$ cat config.mk
export PLATFORM = sky130hd
export DESIGN_NAME = mem_bus_arbiter_flat
export DESIGN_NICKNAME = d
export VERILOG_FILES = /design/src/rtl/mem_bus_arbiter_if.sv /design/src/rtl/mem_bus_arbiter.sv /design/src/flat_wrapper.sv
export SDC_FILE = /design/constraint.sdc
export NUM_CORES = 1
export LEC_CHECK = 0
export ABC_AREA = 0
export ABC_CLOCK_PERIOD_IN_PS = 6600
export CAP_MARGIN = 0
export CORE_AREA = 2 2 197 199
export DETAILED_ROUTE_END_ITERATION = 6
export DIE_AREA = 0 0 199 201
export SETUP_SLACK_MARGIN = 0.3
export SLEW_MARGIN = 20
export SYNTH_ARGS = -nofsm -noshare
export SYNTH_HDL_FRONTEND = slang
export SYNTH_SLANG_ARGS = --single-unit
$ cat constraint.sdc
create_clock -name clk -period 6.6 [get_ports clk]
set_clock_uncertainty 0.05 [all_clocks]
set_input_delay 1.65 -clock clk [delete_from_list [all_inputs] [get_ports clk]]
set_output_delay 1.65 -clock clk [all_outputs]
set_load 0.005 [all_outputs]
$ cat src/rtl/mem_bus_arbiter_if.sv
// Bus bundle between the fetch/LSU requesters, the arbiter and the memory port.
// slave: arbiter view; master: environment (requesters + memory) view.
interface mem_bus_arbiter_if #(
    parameter int unsigned ADDR_W = 64,
    parameter int unsigned DATA_W = 64
);
    localparam int unsigned INSN_W = 32;

    // I-side
    logic              ireq_valid;
    logic [ADDR_W-1:0] ireq_addr;
    logic              iresp_valid;
    logic [INSN_W-1:0] iresp_data;

    // D-side
    logic              dreq_valid;
    logic [ADDR_W-1:0] dreq_addr;
    logic              dreq_write;
    logic [2:0]        dreq_size;
    logic [7:0]        dreq_strobe;
    logic [DATA_W-1:0] dreq_wdata;
    logic              dresp_valid;
    logic [DATA_W-1:0] dresp_data;

    // Memory port
    logic              mreq_valid;
    logic [ADDR_W-1:0] mreq_addr;
    logic              mreq_write;
    logic [2:0]        mreq_size;
    logic [7:0]        mreq_strobe;
    logic [DATA_W-1:0] mreq_wdata;
    logic              mresp_ready;
    logic [DATA_W-1:0] mresp_data;

    modport slave (
        input  ireq_valid, ireq_addr,
        output iresp_valid, iresp_data,
        input  dreq_valid, dreq_addr, dreq_write, dreq_size, dreq_strobe, dreq_wdata,
        output dresp_valid, dresp_data,
        output mreq_valid, mreq_addr, mreq_write, mreq_size, mreq_strobe, mreq_wdata,
        input  mresp_ready, mresp_data
    );

    modport master (
        output ireq_valid, ireq_addr,
        input  iresp_valid, iresp_data,
        output dreq_valid, dreq_addr, dreq_write, dreq_size, dreq_strobe, dreq_wdata,
        input  dresp_valid, dresp_data,
        input  mreq_valid, mreq_addr, mreq_write, mreq_size, mreq_strobe, mreq_wdata,
        output mresp_ready, mresp_data
    );
endinterface

$ cat src/rtl/mem_bus_arbiter.sv
// Arbitrates the single memory port between instruction fetch and the LSU.
// D-side has fixed priority; one transaction in flight, response routed back to
// the owner in the completion cycle. Optional I-side anti-starvation guard is
// enabled by defining ARB_STARVE_GUARD_EN.
module mem_bus_arbiter #(
    parameter int unsigned ADDR_W       = 64,
    parameter int unsigned DATA_W       = 64,
    parameter int unsigned STARVE_LIMIT = 4
) (
    input  logic               clk,
    input  logic               reset,
    mem_bus_arbiter_if.slave   bus
);
    localparam int unsigned INSN_W = 32;
    localparam int unsigned CNT_W  = 4;

    // Guard counter is 4 bits wide, so the limit must fit 1..15.
    if (STARVE_LIMIT < 1 || STARVE_LIMIT > 15) begin : g_bad_limit
        $error("mem_bus_arbiter: STARVE_LIMIT must be within 1..15");
    end

    typedef enum logic [1:0] {IDLE, BUSY_I, BUSY_D} state_t;

    state_t            state;
    logic              valid_r;
    logic [ADDR_W-1:0] addr_r;
    logic              write_r;
    logic [2:0]        size_r;
    logic [7:0]        strobe_r;
    logic [DATA_W-1:0] wdata_r;

    logic grant_d_c;
    logic grant_i_c;

`ifdef ARB_STARVE_GUARD_EN
    logic [CNT_W-1:0] starve_cnt;

    // D wins unless the I-side has been passed over STARVE_LIMIT times in a row.
    always_comb begin
        grant_d_c = bus.dreq_valid;
        if (bus.ireq_valid && (starve_cnt == CNT_W'(STARVE_LIMIT))) begin
            grant_d_c = 1'b0;
        end
        grant_i_c = !grant_d_c && bus.ireq_valid;
    end

    // Count D wins that kept a waiting fetch out; any I grant restarts the count.
    always_ff @(posedge clk or posedge reset) begin
        if (reset) begin
            starve_cnt <= '0;
        end else if (state == IDLE) begin
            if (grant_i_c) begin
                starve_cnt <= '0;
            end else if (grant_d_c && bus.ireq_valid) begin
                starve_cnt <= starve_cnt + CNT_W'(1);
            end
        end
    end
`else
    // Pure fixed D-side priority.
    always_comb begin
        grant_d_c = bus.dreq_valid;
        grant_i_c = !bus.dreq_valid && bus.ireq_valid;
    end
`endif

    // Grant FSM: capture the winner's request on the grant edge, hold until completion.
    always_ff @(posedge clk or posedge reset) begin
        if (reset) begin
            state    <= IDLE;
            valid_r  <= 1'b0;
            addr_r   <= '0;
            write_r  <= 1'b0;
            size_r   <= 3'd0;
            strobe_r <= 8'h00;
            wdata_r  <= '0;
        end else begin
            case (state)
                IDLE: begin
                    if (grant_d_c) begin
                        state    <= BUSY_D;
                        valid_r  <= 1'b1;
                        addr_r   <= ADDR_W'(bus.dreq_addr);
                        write_r  <= bus.dreq_write;
                        size_r   <= bus.dreq_size;
                        strobe_r <= bus.dreq_strobe;
                        wdata_r  <= DATA_W'(bus.dreq_wdata);
                    end else if (grant_i_c) begin
                        state    <= BUSY_I;
                        valid_r  <= 1'b1;
                        addr_r   <= ADDR_W'(bus.ireq_addr);
                        write_r  <= 1'b0;
                        size_r   <= 3'd2;
                        strobe_r <= 8'h00;
                        wdata_r  <= DATA_W'(0);
                    end
                end
                BUSY_I, BUSY_D: begin
                    if (bus.mresp_ready) begin
                        state   <= IDLE;
                        valid_r <= 1'b0;
                    end
                end
                default: begin
                    state   <= IDLE;
                    valid_r <= 1'b0;
                end
            endcase
        end
    end

    assign bus.mreq_valid  = valid_r;
    assign bus.mreq_addr   = addr_r;
    assign bus.mreq_write  = write_r;
    assign bus.mreq_size   = size_r;
    assign bus.mreq_strobe = strobe_r;
    assign bus.mreq_wdata  = wdata_r;

    // Completion is forwarded in the same cycle; the fetch word is picked by the latched addr[2].
    assign bus.iresp_valid = (state == BUSY_I) && bus.mresp_ready;
    assign bus.dresp_valid = (state == BUSY_D) && bus.mresp_ready;
    assign bus.dresp_data  = bus.mresp_data;
    assign bus.iresp_data  = addr_r[2] ? bus.mresp_data[2*INSN_W-1 -: INSN_W]
                                       : bus.mresp_data[INSN_W-1:0];
endmodule
$ cat src/flat_wrapper.sv
// flat-port wrapper written by rule: the top's interface ports become plain ports
module mem_bus_arbiter_flat 
#(
    parameter int unsigned ADDR_W       = 64,
    parameter int unsigned DATA_W       = 64,
    parameter int unsigned STARVE_LIMIT = 4
)
  (clk, reset, bus_ireq_valid, bus_ireq_addr, bus_iresp_valid, bus_iresp_data, bus_dreq_valid, bus_dreq_addr, bus_dreq_write, bus_dreq_size, bus_dreq_strobe, bus_dreq_wdata, bus_dresp_valid, bus_dresp_data, bus_mreq_valid, bus_mreq_addr, bus_mreq_write, bus_mreq_size, bus_mreq_strobe, bus_mreq_wdata, bus_mresp_ready, bus_mresp_data);
  mem_bus_arbiter_if #(.ADDR_W(ADDR_W), .DATA_W(DATA_W)) bus_i ();
  input  logic clk;
  input  logic reset;
  input wire logic [$bits(bus_i.ireq_valid)-1:0] bus_ireq_valid;
  input wire logic [$bits(bus_i.ireq_addr)-1:0] bus_ireq_addr;
  output wire logic [$bits(bus_i.iresp_valid)-1:0] bus_iresp_valid;
  output wire logic [$bits(bus_i.iresp_data)-1:0] bus_iresp_data;
  input wire logic [$bits(bus_i.dreq_valid)-1:0] bus_dreq_valid;
  input wire logic [$bits(bus_i.dreq_addr)-1:0] bus_dreq_addr;
  input wire logic [$bits(bus_i.dreq_write)-1:0] bus_dreq_write;
  input wire logic [$bits(bus_i.dreq_size)-1:0] bus_dreq_size;
  input wire logic [$bits(bus_i.dreq_strobe)-1:0] bus_dreq_strobe;
  input wire logic [$bits(bus_i.dreq_wdata)-1:0] bus_dreq_wdata;
  output wire logic [$bits(bus_i.dresp_valid)-1:0] bus_dresp_valid;
  output wire logic [$bits(bus_i.dresp_data)-1:0] bus_dresp_data;
  output wire logic [$bits(bus_i.mreq_valid)-1:0] bus_mreq_valid;
  output wire logic [$bits(bus_i.mreq_addr)-1:0] bus_mreq_addr;
  output wire logic [$bits(bus_i.mreq_write)-1:0] bus_mreq_write;
  output wire logic [$bits(bus_i.mreq_size)-1:0] bus_mreq_size;
  output wire logic [$bits(bus_i.mreq_strobe)-1:0] bus_mreq_strobe;
  output wire logic [$bits(bus_i.mreq_wdata)-1:0] bus_mreq_wdata;
  input wire logic [$bits(bus_i.mresp_ready)-1:0] bus_mresp_ready;
  input wire logic [$bits(bus_i.mresp_data)-1:0] bus_mresp_data;
  assign bus_i.ireq_valid = bus_ireq_valid;
  assign bus_i.ireq_addr = bus_ireq_addr;
  assign bus_iresp_valid = bus_i.iresp_valid;
  assign bus_iresp_data = bus_i.iresp_data;
  assign bus_i.dreq_valid = bus_dreq_valid;
  assign bus_i.dreq_addr = bus_dreq_addr;
  assign bus_i.dreq_write = bus_dreq_write;
  assign bus_i.dreq_size = bus_dreq_size;
  assign bus_i.dreq_strobe = bus_dreq_strobe;
  assign bus_i.dreq_wdata = bus_dreq_wdata;
  assign bus_dresp_valid = bus_i.dresp_valid;
  assign bus_dresp_data = bus_i.dresp_data;
  assign bus_mreq_valid = bus_i.mreq_valid;
  assign bus_mreq_addr = bus_i.mreq_addr;
  assign bus_mreq_write = bus_i.mreq_write;
  assign bus_mreq_size = bus_i.mreq_size;
  assign bus_mreq_strobe = bus_i.mreq_strobe;
  assign bus_mreq_wdata = bus_i.mreq_wdata;
  assign bus_i.mresp_ready = bus_mresp_ready;
  assign bus_i.mresp_data = bus_mresp_data;
  mem_bus_arbiter #(.ADDR_W(ADDR_W), .DATA_W(DATA_W), .STARVE_LIMIT(STARVE_LIMIT)) u_core (.clk(clk), .reset(reset), .bus(bus_i));
endmodule
==> After elaboration in Yosys (flattened, before gate mapping) <==
Index checks and enable logic that the tools add are counted.
{ "op_classes": {"eq_ne": 4, "mux": 19, "reduce_logical": 9} }
{ "op_table": {"columns": ["operator", "n"], "rows": [
  ["2-to-1 mux 64 bit", 4],
  ["2-to-1 mux 32 bit", 1],
  ["2-to-1 mux 8 bit", 2],
  ["2-to-1 mux 2 bit", 3],
  ["2-to-1 mux 3 bit", 2],
  ["2-to-1 mux 1 bit", 5],
  ["case mux 2 bit (2 select lines)", 1],
  ["AND reduction 2 bit", 2],
  ["logical AND 1 bit", 3],
  ["!= test 3 x 2 -> 1 bit (second input constant)", 1],
  ["== test 2 x 1 -> 1 bit (second input constant)", 1],
  ["== test 2 bit (second input constant)", 1],
  ["zero test 2 bit", 1],
  ["!= test 2 bit (second input constant)", 1],
  ["case mux 1 bit (2 select lines)", 1],
  ["nonzero test 2 bit", 1],
  ["OR reduction 2 bit", 1],
  ["zero test 1 bit", 1]
]} }
{ "totals": {"register_bits": 143, "inputBits": 273, "output_inout_bits": 239, "elab_cells": 39} }

==> Depth between registers and ports, before layout <==
{ "logic_depth": {"word_depth": 5, "depth_mapped": 7} }

==> Worst setup path before layout <==
OpenSTA, ideal clock, no wires.
{ "synth_path": {"path_type": "input-to-output", "startpoint": "input port bus_mresp_data[32]", "endpoint": "output port bus_iresp_data[0]", "arrival_time_ns": 1.905, "slack_ns": 2.995, "stages": 1, "n_path_buf": 0, "path_cell_list": "mux2_2"} }
{ "synth_between": {"elab_chain_len": 1} }
{ "synth_lines": {"columns": ["element", "line_no", "source"], "rows": [
  ["from (decl)", "flat_wrapper.sv:31", "input wire logic [$bits(bus_i.mresp_data)-1:0] bus_mresp_data;"],
  ["2-to-1 mux 32 bit", "mem_bus_arbiter.sv:123", "assign bus.iresp_data = addr_r[2] ? bus.mresp_data[2*INSN_W-1 -: INSN_W]"],
  ["to (decl)", "flat_wrapper.sv:15", "output wire logic [$bits(bus_i.iresp_data)-1:0] bus_iresp_data;"]
]} }
Every way passes these cells.

==> Worst setup path in the final report <==
{ "layout_path": {"startpoint": "input port bus_mresp_data[50]", "endpoint": "output port bus_iresp_data[18]"} }
Same word-level chain as after synthesis.

==> run metrics <==
Post-CTS Setup Inserts 0; P_int 3.18 mW; Post-synth EDFFs 0; Leak 4.89 nW; fin. max-slew vios 0; synth top area cells dfrtp_1 (52%), a22o_1 (9.6%), o32ai_2 (9.3%); ratio of cells with drive above 1 in the final layout 11.6%; status completed; Fin. Hold Viols 0; Crit Reg-Reg Endpoint u_core.bus.mreq_addr[56]; total track usage 14.7%; Syn Area/Cell 11.8 sq um; CTS sink count 143; DP Area 11900 sq um; post-synthesis mux area share 5.27%; vias per cell 4.13; chip height 201 microns; RSZ-0062 raised after global routing no; FMAX 0.218 GHz; RD Place Congestion 0.801; sw frac 33.4%; die area 40000 sq um; WL per Instance 19.9 microns; period utilisation layout 69.6%; Clock Path Buffers 2; Detail Route Antenna Nets 0; Final Instance Area 12600 sq um; sequential power share 31.1%; Layout fillers 3867; initial antenna violation count 5; final cell count without fillers 1539; largest family of logic cells by synthesized area compound AO/OA/AOI/OAI gates; most frequent cell after synthesis dfrtp_1; worst path bufs/invs 2; final setup violation count 0; pre-CTS setup slack 2.01 ns; max_cap viols 0; Placed Instances 1503; Post-Synth Simple-Gate Area 7.74%; Tmin final 4.60 ns; critical path capture point type output pin; Worst Hold Class flip-flop to flip-flop; Worst Setup SP bus_mresp_data[50]; Synth Area in Compound Gates 22.8%; Num CTS Buffers 17; CP most frequent cell clkdlybuf4s50_1; global-route wire length before repair 42.6 mm; syn nets 854; hold_sp u_core.bus.mreq_addr[63]; Clk pwr share 21.2%; post-synthesis cell type count 21; core area 38100 sq um; synthesis-stage register bit count 143; Hold Buf Count CTS 0; Crit-path slowest cell clkdlybuf4s50_1; Top delay family on crit path buffers and inverters; CTS tree yes; H-tree depth 4; DR DRC count 0; port bufs 511; peak supply drop 0.178 mV; post-synthesis sequential area ratio 52.3%; first-iteration detailed-routing DRC count 249; Net Sw Power 1.59 mW; Startpoint Class input pin; R2R depth 6; CP peak stage delay 0.53 ns; Initial Util 17.9%; Synth async-reset ratio 100%; clock root cell clkbuf_16; worst path cell trace clkdlybuf4s50_1, mux2_2, clkdlybuf4s50_1; R2R Setup Slk 4.06 ns; Hold EP u_core.bus.mreq_addr[63]; cells after synthesis 578; Synth Area in XOR/XNOR 0%; Pre-antenna DRT Iters 4; Comb pwr share 47.7%; Post-Synth Adder-Cell Area 0.549%; Max-slew headroom 28.7%; Worst-path clk slew 0.07 ns; via count 6356; grt ovf 0; I/O pin cnt 512; critical path arrival 2.90 ns; vias in the first global route 6555; Layout Nets 1280; power per cell area 380 nW/um^2; pin count of the biggest net entering global routing 76; YS warnings 0; Crit Path Category input pin to output pin; Slew @ Worst Pin 1.07 ns; r2r startpoint u_core.state[1]; WL final 30.6 mm; WP data required 4.90 ns; setup TNS 0 ns; Post-Syn Area 6840 sq um; # rows 72; hold depth 2; total power 4.77 mW; Worst-Skew Late Latency 0.43 ns; post-cts resize count 0; post-synth top area share 52.3%; commonest cells in the netlist dfrtp_1 (143), nor2_1 (130), buf_4 (80); ys flop type dfrtp_1; Die W 199 microns; worst-path maximum fanout 2; dpl hpwl 23.4 mm; leading area contributor after synthesis dfrtp_1; Setup WS post-layout 2.00 ns; Layout area overhead 83.6%
[cell families (layout without fill, tap and decap cells)]
| family | after synthesis | after routing |
|---|---|---|
| flops | 143 | 143 |
| mux | 32 | 32 |
| compound gates | 147 | 147 |
| fa+ha+maj | 3 | 3 |
| other cells | 0 | 4 |
| simple gates | 137 | 137 |
| buf+inv | 116 | 555 |
[final cells by class]
class	count	area [sq um]	share of cell area [%]
clock inverter	15	175	1.40
timing repair buffer	519	5170	41.2
clock buffer	17	425	3.39
antenna	4	10.0	0.0798
tap	518	648	5.16
multi-input combinational	319	2520	20.1
sequential	143	3580	28.5
inverter	4	21.3	0.169
[worst reg2reg max path, stage by stage (launching register included)]
cell and delay [ns]:
dfrtp_1 0.39, inv_1 0.10, ha_1 0.41, nand2b_4 0.38, buf_4 0.43, o32ai_1 0.56, nor2_1 0.10
[stage by stage]
step / hold slack, ns / util (%)
2_1_floorplan: 0.434 / -
4_1_cts: 0.453 / 32.9
5_1_grt: 0.461 / 32.9
6_report: 0.447 / 32.9
3_5_place_dp: 0.430 / 31.3
3_3_place_gp: 0.419 / 31.3
[power by group through the flow]
stage	Combinational, mW	Sequential, mW	Clock (mW)
floorplan	0.929	1.52	0
global placement	2.28	1.48	0
detailed placement	2.30	1.49	0
CTS	2.31	1.49	1.05
global route	2.44	1.54	1.08
finish	2.27	1.49	1.01
[flip-flops by register name (all words and copies together), names as in the netlist]
signal / count
u_core.bus.mreq_write: 1
u_core.bus.mreq_strobe: 8
u_core.bus.mreq_size: 3
u_core.state: 2
u_core.bus.mreq_wdata: 64
u_core.bus.mreq_valid: 1
u_core.bus.mreq_addr: 64
[layout by cell type, fill, tap and decap left out, drive strengths merged, types with 4 or more instances in the layout]
| cell | n |
|---|---|
| a22o | 75 |
| clkinv | 5 |
| clkbuf | 17 |
| o32ai | 64 |
| dfrtp | 143 |
| inv | 10 |
| clkdlybuf4s50 | 511 |
| diode | 4 |
| mux2 | 32 |
| buf | 8 |
| nor2 | 130 |
[worst max path at each step]
stage,slack (ns),cells past startpoint,end
3_3_place_gp,2.01,3,bus_iresp_data[10]
5_1_grt,1.98,3,bus_iresp_valid
2_1_floorplan,1.06,1,u_core.bus.mreq_addr[0]
3_5_place_dp,2.01,3,bus_iresp_data[18]
4_1_cts,2.01,3,bus_iresp_data[18]
6_report,2.00,3,bus_iresp_data[18]
[routing by layer]
metal  share of wire (%)  routed length (microns)  track usage (%)
met2                  53                    16200             26.8
met4                 2.9                      901             6.61
met1                  36                    11200             15.6
met5                   0                        0                0
met3                 7.7                     2340             4.20
No activity file was read; power rests on OpenSTA's default activity.
